--- config.mk ---
export PLATFORM = sky130hd
export DESIGN_NAME = retire_unit_flat
export DESIGN_NICKNAME = d
export VERILOG_FILES = /design/src/rtl/pipTypes.sv /design/src/rtl/retire_unit_if.sv /design/src/rtl/retire_select.sv /design/src/rtl/retire_unit.sv /design/src/flat_wrapper.sv
export SDC_FILE = /design/constraint.sdc
export NUM_CORES = 1
export LEC_CHECK = 0
export ABC_CLOCK_PERIOD_IN_PS = 6700
export BUFFER_PORTS_ARGS = -buffer_cell sky130_fd_sc_hd__buf_4
export CORE_AREA = 3 3 279 281
export DETAILED_ROUTE_END_ITERATION = 7
export DIE_AREA = 0 0 282 284
export GPL_TIMING_DRIVEN = 1
export HOLD_SLACK_MARGIN = 0.06
export SLEW_MARGIN = 10
export SYNTH_ARGS = -nofsm -noshare
export SYNTH_HDL_FRONTEND = slang
export SYNTH_SLANG_ARGS = --single-unit
export TNS_END_PERCENT = 100
--- constraint.sdc ---
create_clock -name clock -period 6.7 [get_ports clock]
set_input_delay 1.675 -clock clock [delete_from_list [all_inputs] [get_ports clock]]
set_output_delay 1.675 -clock clock [all_outputs]
set_load 0.02 [all_outputs]
--- src/rtl/pipTypes.sv ---
// Shared pipeline types: ROB entry payload and retire state encoding.
package pipTypes;

    localparam int unsigned XLEN  = 32;
    localparam int unsigned REG_W = 5;

    typedef struct packed {
        logic [XLEN-1:0]  pc;
        logic [XLEN-1:0]  result_hi;
        logic [XLEN-1:0]  result_lo;
        logic [REG_W-1:0] dest_reg;
        logic             dest_reg_valid;
        logic             is_store;
        logic             hilo_write;
        logic             exception;
    } rob_entry_t;

    typedef enum logic [1:0] {
        RUN,
        EXC_FLUSH,
        EXC_WAIT
    } retire_state_t;

endpackage

--- src/rtl/retire_unit_if.sv ---
// ROB-head to retire-unit bundle; master is the ROB/commit side, slave is retire_unit.
interface retire_unit_if #(
    parameter int unsigned RET_COUNT    = 4,
    parameter int unsigned RETCOUNTLOG2 = $clog2(RET_COUNT)
);
    import pipTypes::*;

    rob_entry_t              slot_data [RET_COUNT];
    logic [RET_COUNT-1:0]    slot_valid;
    logic                    rob_empty;
    logic                    st_ready;

    logic                    consume;
    logic [RETCOUNTLOG2-1:0] consume_count;
    logic [RET_COUNT-1:0]    rf_wr_en;
    logic [REG_W-1:0]        rf_wr_reg  [RET_COUNT];
    logic [XLEN-1:0]         rf_wr_data [RET_COUNT];
    logic                    hilo_wr_en;
    logic [XLEN-1:0]         hi_data;
    logic [XLEN-1:0]         lo_data;
    logic                    st_commit;
    logic                    exc_flush;
    logic [XLEN-1:0]         exc_pc;
    logic [XLEN-1:0]         retired_count;

    modport master (
        output slot_data, slot_valid, rob_empty, st_ready,
        input  consume, consume_count, rf_wr_en, rf_wr_reg, rf_wr_data,
        input  hilo_wr_en, hi_data, lo_data, st_commit, exc_flush, exc_pc, retired_count
    );

    modport slave (
        input  slot_data, slot_valid, rob_empty, st_ready,
        output consume, consume_count, rf_wr_en, rf_wr_reg, rf_wr_data,
        output hilo_wr_en, hi_data, lo_data, st_commit, exc_flush, exc_pc, retired_count
    );

endinterface

--- src/rtl/retire_select.sv ---
// Finds the retire group: the in-order valid prefix cut at an exception,
// a store that cannot issue, or a second HI/LO writer.
module retire_select #(
    parameter int unsigned RET_COUNT = 4,
    parameter int unsigned SIZE_W    = $clog2(RET_COUNT + 1)
) (
    input  logic                 enable,
    input  logic                 st_ready,
    input  logic [RET_COUNT-1:0] slot_valid,
    input  logic [RET_COUNT-1:0] is_store,
    input  logic [RET_COUNT-1:0] hilo_write,
    input  logic [RET_COUNT-1:0] exception,
    output logic [SIZE_W-1:0]    group_size,
    output logic [RET_COUNT-1:0] in_group
);

    logic open;
    logic seen_store;
    logic seen_hilo;

    always_comb begin
        in_group   = '0;
        group_size = '0;
        open       = enable;
        seen_store = 1'b0;
        seen_hilo  = 1'b0;
        for (int i = 0; i < int'(RET_COUNT); i++) begin
            if (!slot_valid[i] || exception[i] ||
                (is_store[i] && (seen_store || !st_ready)) ||
                (hilo_write[i] && seen_hilo)) begin
                open = 1'b0;
            end
            if (open) begin
                in_group[i] = 1'b1;
                group_size  = group_size + SIZE_W'(1);
                seen_store  = seen_store | is_store[i];
                seen_hilo   = seen_hilo | hilo_write[i];
            end
        end
    end

endmodule

--- src/rtl/retire_unit.sv ---
// Multi-slot in-order retire: commits the ROB head group to RF/HILO/store queue
// and sequences the precise-exception flush.
module retire_unit
    import pipTypes::*;
#(
    parameter int unsigned RET_COUNT    = 4,
    parameter int unsigned RETCOUNTLOG2 = $clog2(RET_COUNT)
) (
    input  logic         clock,
    input  logic         reset_n,
    retire_unit_if.slave bus
);

    localparam int unsigned SIZE_W = $clog2(RET_COUNT + 1);

    retire_state_t           state_q;
    retire_state_t           state_d;
    logic                    run_c;
    logic [RET_COUNT-1:0]    is_store_c;
    logic [RET_COUNT-1:0]    hilo_write_c;
    logic [RET_COUNT-1:0]    exception_c;
    logic [RET_COUNT-1:0]    in_group_c;
    logic [RET_COUNT-1:0]    rf_wr_en_c;
    logic [SIZE_W-1:0]       group_size_c;
    logic                    consume_c;
    logic [RETCOUNTLOG2-1:0] consume_count_c;
    logic [XLEN-1:0]         hi_c;
    logic [XLEN-1:0]         lo_c;
    logic [XLEN-1:0]         exc_pc_q;
    logic [XLEN-1:0]         retired_q;
    logic                    exc_flush_q;

    assign run_c = reset_n && (state_q == RUN);

    always_comb begin
        is_store_c   = '0;
        hilo_write_c = '0;
        exception_c  = '0;
        for (int i = 0; i < int'(RET_COUNT); i++) begin
            is_store_c[i]   = bus.slot_data[i].is_store;
            hilo_write_c[i] = bus.slot_data[i].hilo_write;
            exception_c[i]  = bus.slot_data[i].exception;
        end
    end

    retire_select #(
        .RET_COUNT (RET_COUNT),
        .SIZE_W    (SIZE_W)
    ) u_select (
        .enable     (run_c),
        .st_ready   (bus.st_ready),
        .slot_valid (bus.slot_valid),
        .is_store   (is_store_c),
        .hilo_write (hilo_write_c),
        .exception  (exception_c),
        .group_size (group_size_c),
        .in_group   (in_group_c)
    );

    assign consume_c       = (group_size_c != '0);
    assign consume_count_c = consume_c ? RETCOUNTLOG2'(group_size_c - SIZE_W'(1)) : '0;

    // Only the youngest group member targeting a register keeps its write.
    always_comb begin
        rf_wr_en_c = '0;
        for (int i = 0; i < int'(RET_COUNT); i++) begin
            rf_wr_en_c[i] = in_group_c[i] && bus.slot_data[i].dest_reg_valid &&
                            (bus.slot_data[i].dest_reg != '0);
            for (int j = i + 1; j < int'(RET_COUNT); j++) begin
                if (in_group_c[j] && bus.slot_data[j].dest_reg_valid &&
                    (bus.slot_data[j].dest_reg == bus.slot_data[i].dest_reg)) begin
                    rf_wr_en_c[i] = 1'b0;
                end
            end
        end
    end

    // At most one HI/LO writer can be in the group.
    always_comb begin
        hi_c = '0;
        lo_c = '0;
        for (int i = 0; i < int'(RET_COUNT); i++) begin
            if (in_group_c[i] && hilo_write_c[i]) begin
                hi_c = bus.slot_data[i].result_hi;
                lo_c = bus.slot_data[i].result_lo;
            end
        end
    end

    always_comb begin
        bus.consume       = consume_c;
        bus.consume_count = consume_count_c;
        bus.rf_wr_en      = rf_wr_en_c;
        bus.hilo_wr_en    = |(in_group_c & hilo_write_c);
        bus.hi_data       = hi_c;
        bus.lo_data       = lo_c;
        bus.st_commit     = |(in_group_c & is_store_c);
        bus.exc_flush     = exc_flush_q;
        bus.exc_pc        = exc_pc_q;
        bus.retired_count = retired_q;
        for (int i = 0; i < int'(RET_COUNT); i++) begin
            bus.rf_wr_reg[i]  = reset_n ? bus.slot_data[i].dest_reg  : '0;
            bus.rf_wr_data[i] = reset_n ? bus.slot_data[i].result_lo : '0;
        end
    end

    always_comb begin
        state_d = state_q;
        unique case (state_q)
            RUN:       if (bus.slot_valid[0] && bus.slot_data[0].exception) state_d = EXC_FLUSH;
            EXC_FLUSH: state_d = EXC_WAIT;
            EXC_WAIT:  if (bus.rob_empty) state_d = RUN;
            default:   state_d = RUN;
        endcase
    end

    always_ff @(posedge clock) begin
        if (!reset_n) begin
            state_q     <= RUN;
            exc_flush_q <= 1'b0;
            exc_pc_q    <= '0;
            retired_q   <= '0;
        end else begin
            state_q     <= state_d;
            exc_flush_q <= (state_d == EXC_FLUSH);
            if ((state_q == RUN) && (state_d == EXC_FLUSH)) begin
                exc_pc_q <= bus.slot_data[0].pc;
            end
            if (consume_c) begin
                retired_q <= retired_q + XLEN'(consume_count_c) + XLEN'(1);
            end
        end
    end

endmodule

--- src/flat_wrapper.sv ---
// flat-port wrapper written by rule: the top's interface ports become plain ports
module retire_unit_flat import pipTypes::*;
#(
    parameter int unsigned RET_COUNT    = 4,
    parameter int unsigned RETCOUNTLOG2 = $clog2(RET_COUNT)
)
  (clock, reset_n, bus_slot_data, bus_slot_valid, bus_rob_empty, bus_st_ready, bus_consume, bus_consume_count, bus_rf_wr_en, bus_rf_wr_reg, bus_rf_wr_data, bus_hilo_wr_en, bus_hi_data, bus_lo_data, bus_st_commit, bus_exc_flush, bus_exc_pc, bus_retired_count);
  retire_unit_if #(.RET_COUNT(RET_COUNT), .RETCOUNTLOG2(RETCOUNTLOG2)) bus_i ();
  input  logic clock;
  input  logic reset_n;
  input wire logic [$bits(bus_i.slot_data)-1:0] bus_slot_data;
  input wire logic [$bits(bus_i.slot_valid)-1:0] bus_slot_valid;
  input wire logic [$bits(bus_i.rob_empty)-1:0] bus_rob_empty;
  input wire logic [$bits(bus_i.st_ready)-1:0] bus_st_ready;
  output wire logic [$bits(bus_i.consume)-1:0] bus_consume;
  output wire logic [$bits(bus_i.consume_count)-1:0] bus_consume_count;
  output wire logic [$bits(bus_i.rf_wr_en)-1:0] bus_rf_wr_en;
  output wire logic [$bits(bus_i.rf_wr_reg)-1:0] bus_rf_wr_reg;
  output wire logic [$bits(bus_i.rf_wr_data)-1:0] bus_rf_wr_data;
  output wire logic [$bits(bus_i.hilo_wr_en)-1:0] bus_hilo_wr_en;
  output wire logic [$bits(bus_i.hi_data)-1:0] bus_hi_data;
  output wire logic [$bits(bus_i.lo_data)-1:0] bus_lo_data;
  output wire logic [$bits(bus_i.st_commit)-1:0] bus_st_commit;
  output wire logic [$bits(bus_i.exc_flush)-1:0] bus_exc_flush;
  output wire logic [$bits(bus_i.exc_pc)-1:0] bus_exc_pc;
  output wire logic [$bits(bus_i.retired_count)-1:0] bus_retired_count;
  assign bus_i.slot_data = {>>{bus_slot_data}};
  assign bus_i.slot_valid = bus_slot_valid;
  assign bus_i.rob_empty = bus_rob_empty;
  assign bus_i.st_ready = bus_st_ready;
  assign bus_consume = bus_i.consume;
  assign bus_consume_count = bus_i.consume_count;
  assign bus_rf_wr_en = bus_i.rf_wr_en;
  assign bus_rf_wr_reg = {>>{bus_i.rf_wr_reg}};
  assign bus_rf_wr_data = {>>{bus_i.rf_wr_data}};
  assign bus_hilo_wr_en = bus_i.hilo_wr_en;
  assign bus_hi_data = bus_i.hi_data;
  assign bus_lo_data = bus_i.lo_data;
  assign bus_st_commit = bus_i.st_commit;
  assign bus_exc_flush = bus_i.exc_flush;
  assign bus_exc_pc = bus_i.exc_pc;
  assign bus_retired_count = bus_i.retired_count;
  retire_unit #(.RET_COUNT(RET_COUNT), .RETCOUNTLOG2(RETCOUNTLOG2)) u_core (.clock(clock), .reset_n(reset_n), .bus(bus_i));
endmodule
==> reports/metrics.yaml <==
status: "completed"
start_kind: "input pin"
final_nets: 1821
required_ns: 5.03
drv_cap: 0
fill_cells: 8633
power_leakage_nw: 5.59
port_buffers: 617
core-area_um2: 75700
min_path_type: "flip-flop to flip-flop"
setup_slack_ns: 0.551
die-area_um2: 80100
drt-initial-drc-count: 562
yosysUniqueCellTypes: 60
finalCriticalPeriod_ns: 6.15
synth_edf_count: 0
cts_buffers: 9
setup_violations: 0
maxSlewHeadroom_pct: 23.4
cts_root_buf: "clkbuf_16"
seqPwrFrac_pct: 27.6
p_per_area_nw_per_um2: 120
cp_cell_sequence: "buf_4 -> nor2b_1 -> nand2_1 -> o21ai_0 -> nor2_1 -> nor2_1 -> inv_1 -> ha_1 -> nor2_1 -> o2111ai_1 -> nor4_4 -> nor2_1 -> buf_4 -> buf_4"
ys_async_sr_fraction_pct: 0
cts_hold_buf: 0
finalWirelength_mm: 56.0
power_mw: 1.50
areaGrowthSynthToFinish_pct: 95.3
syn_area_per_cell_um2: 7.80
synthCells: 820
grt_pass1_wl_mm: 72.3
fmaxAchievable_mhz: 163
io_pins: 714
ant_nets: 0
die_h_um: 284
swShare_pct: 30.7
drcViolationCount: 0
power_switching_mw: 0.460
worstSetupPathType: "input pin to output port"
die_w_um: 282
netlist_area_um2: 6400
clk_pin_slew_ns: 0.06
ys_seq_elements: 67
synth_fp_nets: 1252
p_int_mw: 1.04
start_util_pct: 8.45
worstMarginPinSlew_ns: 1.15
cts_buffer_depth: 2
path_max_fanout: 4
final_max_slew_viol_count: 0
antenna_found_initial: 44
first_pass_iters: 5
wire_per_inst_um: 23.4
post-place-ws_ns: 0.522
layout-drive-gt1-share_pct: 49.5
power.share.clock_pct: 37.3
worstPathArrival_ns: 4.47
rows: 101
gp_congestion: 0.879
tns_ns: 0
cts_setup_buffers: 0
synth_ff_type: "dfxtp_1"
skew_ns: 0.00757
clock-sinks: 67
dp_hpwl_mm: 48.7
yosysWarnings: 0
cp_common_cell: "nor2_1"
finalCritPeriodShare_pct: 91.8
endpoint_kind: "output port"
cp_num_buf_inv: 4
clk_latency_ns: 0.34
gr-total-overflow: 0
rsz0062_at_grt: "false"
ir_worst_vdd_uv: 132
cp_slowest_stage_delay_ns: 0.53
cts_resized: 0
track_usage_pct: 13.0
ys_seq_area_share_pct: 21.0
p_comb_share_pct: 35.1
htreeDepth: 3
vias: 8829
slowest_stage: "o21ai_0"
grt_pass1_vias: 8364
grt_max_degree: 135
cts_tree: "yes"
cp_top_family: "simple AND/OR/NAND/NOR gates"
drt-vias-per-instance: 3.70
hold_violations: 0
## path summary, 6_finish.rpt
path / startpoint / end / slack [ns] / cells past startpoint
max: bus_slot_data[210] / bus_consume / 0.55 / 14
min: u_core.bus.exc_pc[13] / u_core.bus.exc_pc[13] / 0.46 / 2
max reg2reg: u_core.state_q[1] / u_core.bus.retired_count[7] / 2.07 / 16
min reg2reg: u_core.bus.exc_pc[13] / u_core.bus.exc_pc[13] / 0.46 / 2
## cell type report
| class | count | area [um2] | share of cell area, % |
|---|---|---|---|
| inverters | 6 | 22.5 | 0.180 |
| multi-input cells | 675 | 4730 | 37.9 |
| diodes | 17 | 42.5 | 0.341 |
| well taps | 978 | 1220 | 9.79 |
| flip-flops and latches | 67 | 1340 | 10.7 |
| clock inverters | 7 | 125 | 1.00 |
| clock buffers | 9 | 225 | 1.80 |
| repair buffers | 630 | 4780 | 38.3 |
## routing by layer
metal	track usage [%]	part of all wire (%)	wire [um]	vias up
met4	2.91	2.1	1160	24
met3	7.54	15	8130	65
met1	15.5	40	22500	4099
met5	0	0.29	162	-
li1	-	-	-	4159
met2	20.2	43	24100	482
## cells in the final DEF (no fill, tap or decap), types with 17 or more instances in the layout
master	netlist	final
buf_4	8	625
a22o_1	64	64
a221o_1	32	32
a21boi_0	32	32
xnor2_1	18	18
and2_1	154	152
nand2b_1	28	28
dfxtp_1	67	67
a21oi_1	37	37
diode_2	0	17
nand2_1	102	102
a21bo_2	27	27
## power by group through the flow
stage	Combinational, mW	Clock, mW	Sequential (mW)
finish	0.526	0.559	0.414
global route	0.561	0.597	0.415
CTS	0.531	0.579	0.414
detailed placement	0.530	0	0.423
global placement	0.528	0	0.423
floorplan	0.188	0	0.435
## cells by family after synthesis
| group | count (synthesis) | share of synthesized area (%) |
|---|---|---|
| and+or+nand+nor | 369 | 32.8 |
| AOI/OAI and AO/OA | 256 | 33.4 |
| buffers and inverters | 78 | 5.26 |
| DFF | 67 | 21.0 |
| xor gates and xnor gates | 30 | 4.11 |
| muxes | 14 | 2.19 |
| adders and majority gates | 6 | 1.21 |
## per-stage QoR
stage	utilization, %	hold WS [ns]	cells	area (um2)
6_report	16.5	0.462	2389	12500
4_1_cts	16.4	0.465	2372	12500
5_1_grt	16.5	0.480	2377	12500
3_3_place_gp	16.0	0.453	2356	12100
2_1_floorplan	-	0.539	820	6400
3_5_place_dp	16.0	0.457	2356	12100
## worst reg2reg max path, stage by stage (launching register included)
cell and delay, ns:
dfxtp_1 0.34, nor3b_4 0.34, buf_4 0.21, nand2_1 0.07, nor3_1 0.70, ha_1 0.29, nor2_1 0.05, o2111ai_1 0.15
nor4_4 0.07, nor2_1 0.19, o21ai_0 0.20, ha_1 0.26, nor2b_1 0.32, o21a_1 0.44, nand2_1 0.22, or4b_2 0.65
nand2_1 0.08
## state kept, by name (all words and copies together), names as in the netlist
| name | cells |
|---|---|
| u_core.bus.retired_count | 32 |
| u_core.bus.exc_pc | 32 |
| u_core.state_q | 2 |
| u_core.bus.exc_flush | 1 |
## cells in the mapped netlist, types with 2 or more instances
library cell / number / area (um2)
nor4b_1: 2 / 17.5
a21bo_2: 27 / 270
maj3_1: 2 / 20.0
and2_1: 154 / 963
nor3_1: 10 / 50.1
buf_4: 8 / 60.1
and3_1: 7 / 43.8
nand3_1: 13 / 65.1
buf_1: 2 / 7.51
buf_2: 11 / 55.1
a21oi_1: 37 / 185
a22o_1: 64 / 561
or3_4: 2 / 22.5
a21bo_1: 6 / 60.1
or4b_2: 2 / 20.0
or4_1: 4 / 30.0
a221o_1: 32 / 320
and4_1: 2 / 17.5
o311ai_0: 15 / 131
a31o_2: 2 / 17.5
ha_1: 3 / 37.5
nor2b_1: 4 / 25.0
o21ai_0: 6 / 30.0
xnor2_1: 18 / 158
inv_1: 6 / 22.5
o41ai_1: 16 / 140
dfxtp_1: 67 / 1340
nand4_1: 10 / 62.6
nor4_1: 8 / 50.1
xor2_1: 12 / 105
o21a_1: 3 / 22.5
nor4_4: 2 / 42.5
nor2_1: 9 / 33.8
a41oi_1: 2 / 17.5
a21boi_0: 32 / 240
nand2b_1: 28 / 175
or3_1: 2 / 12.5
o211ai_1: 4 / 30.0
mux2i_1: 14 / 140
clkbuf_1: 51 / 191
nand2_1: 102 / 383
Power figures use the tool's default switching activity.
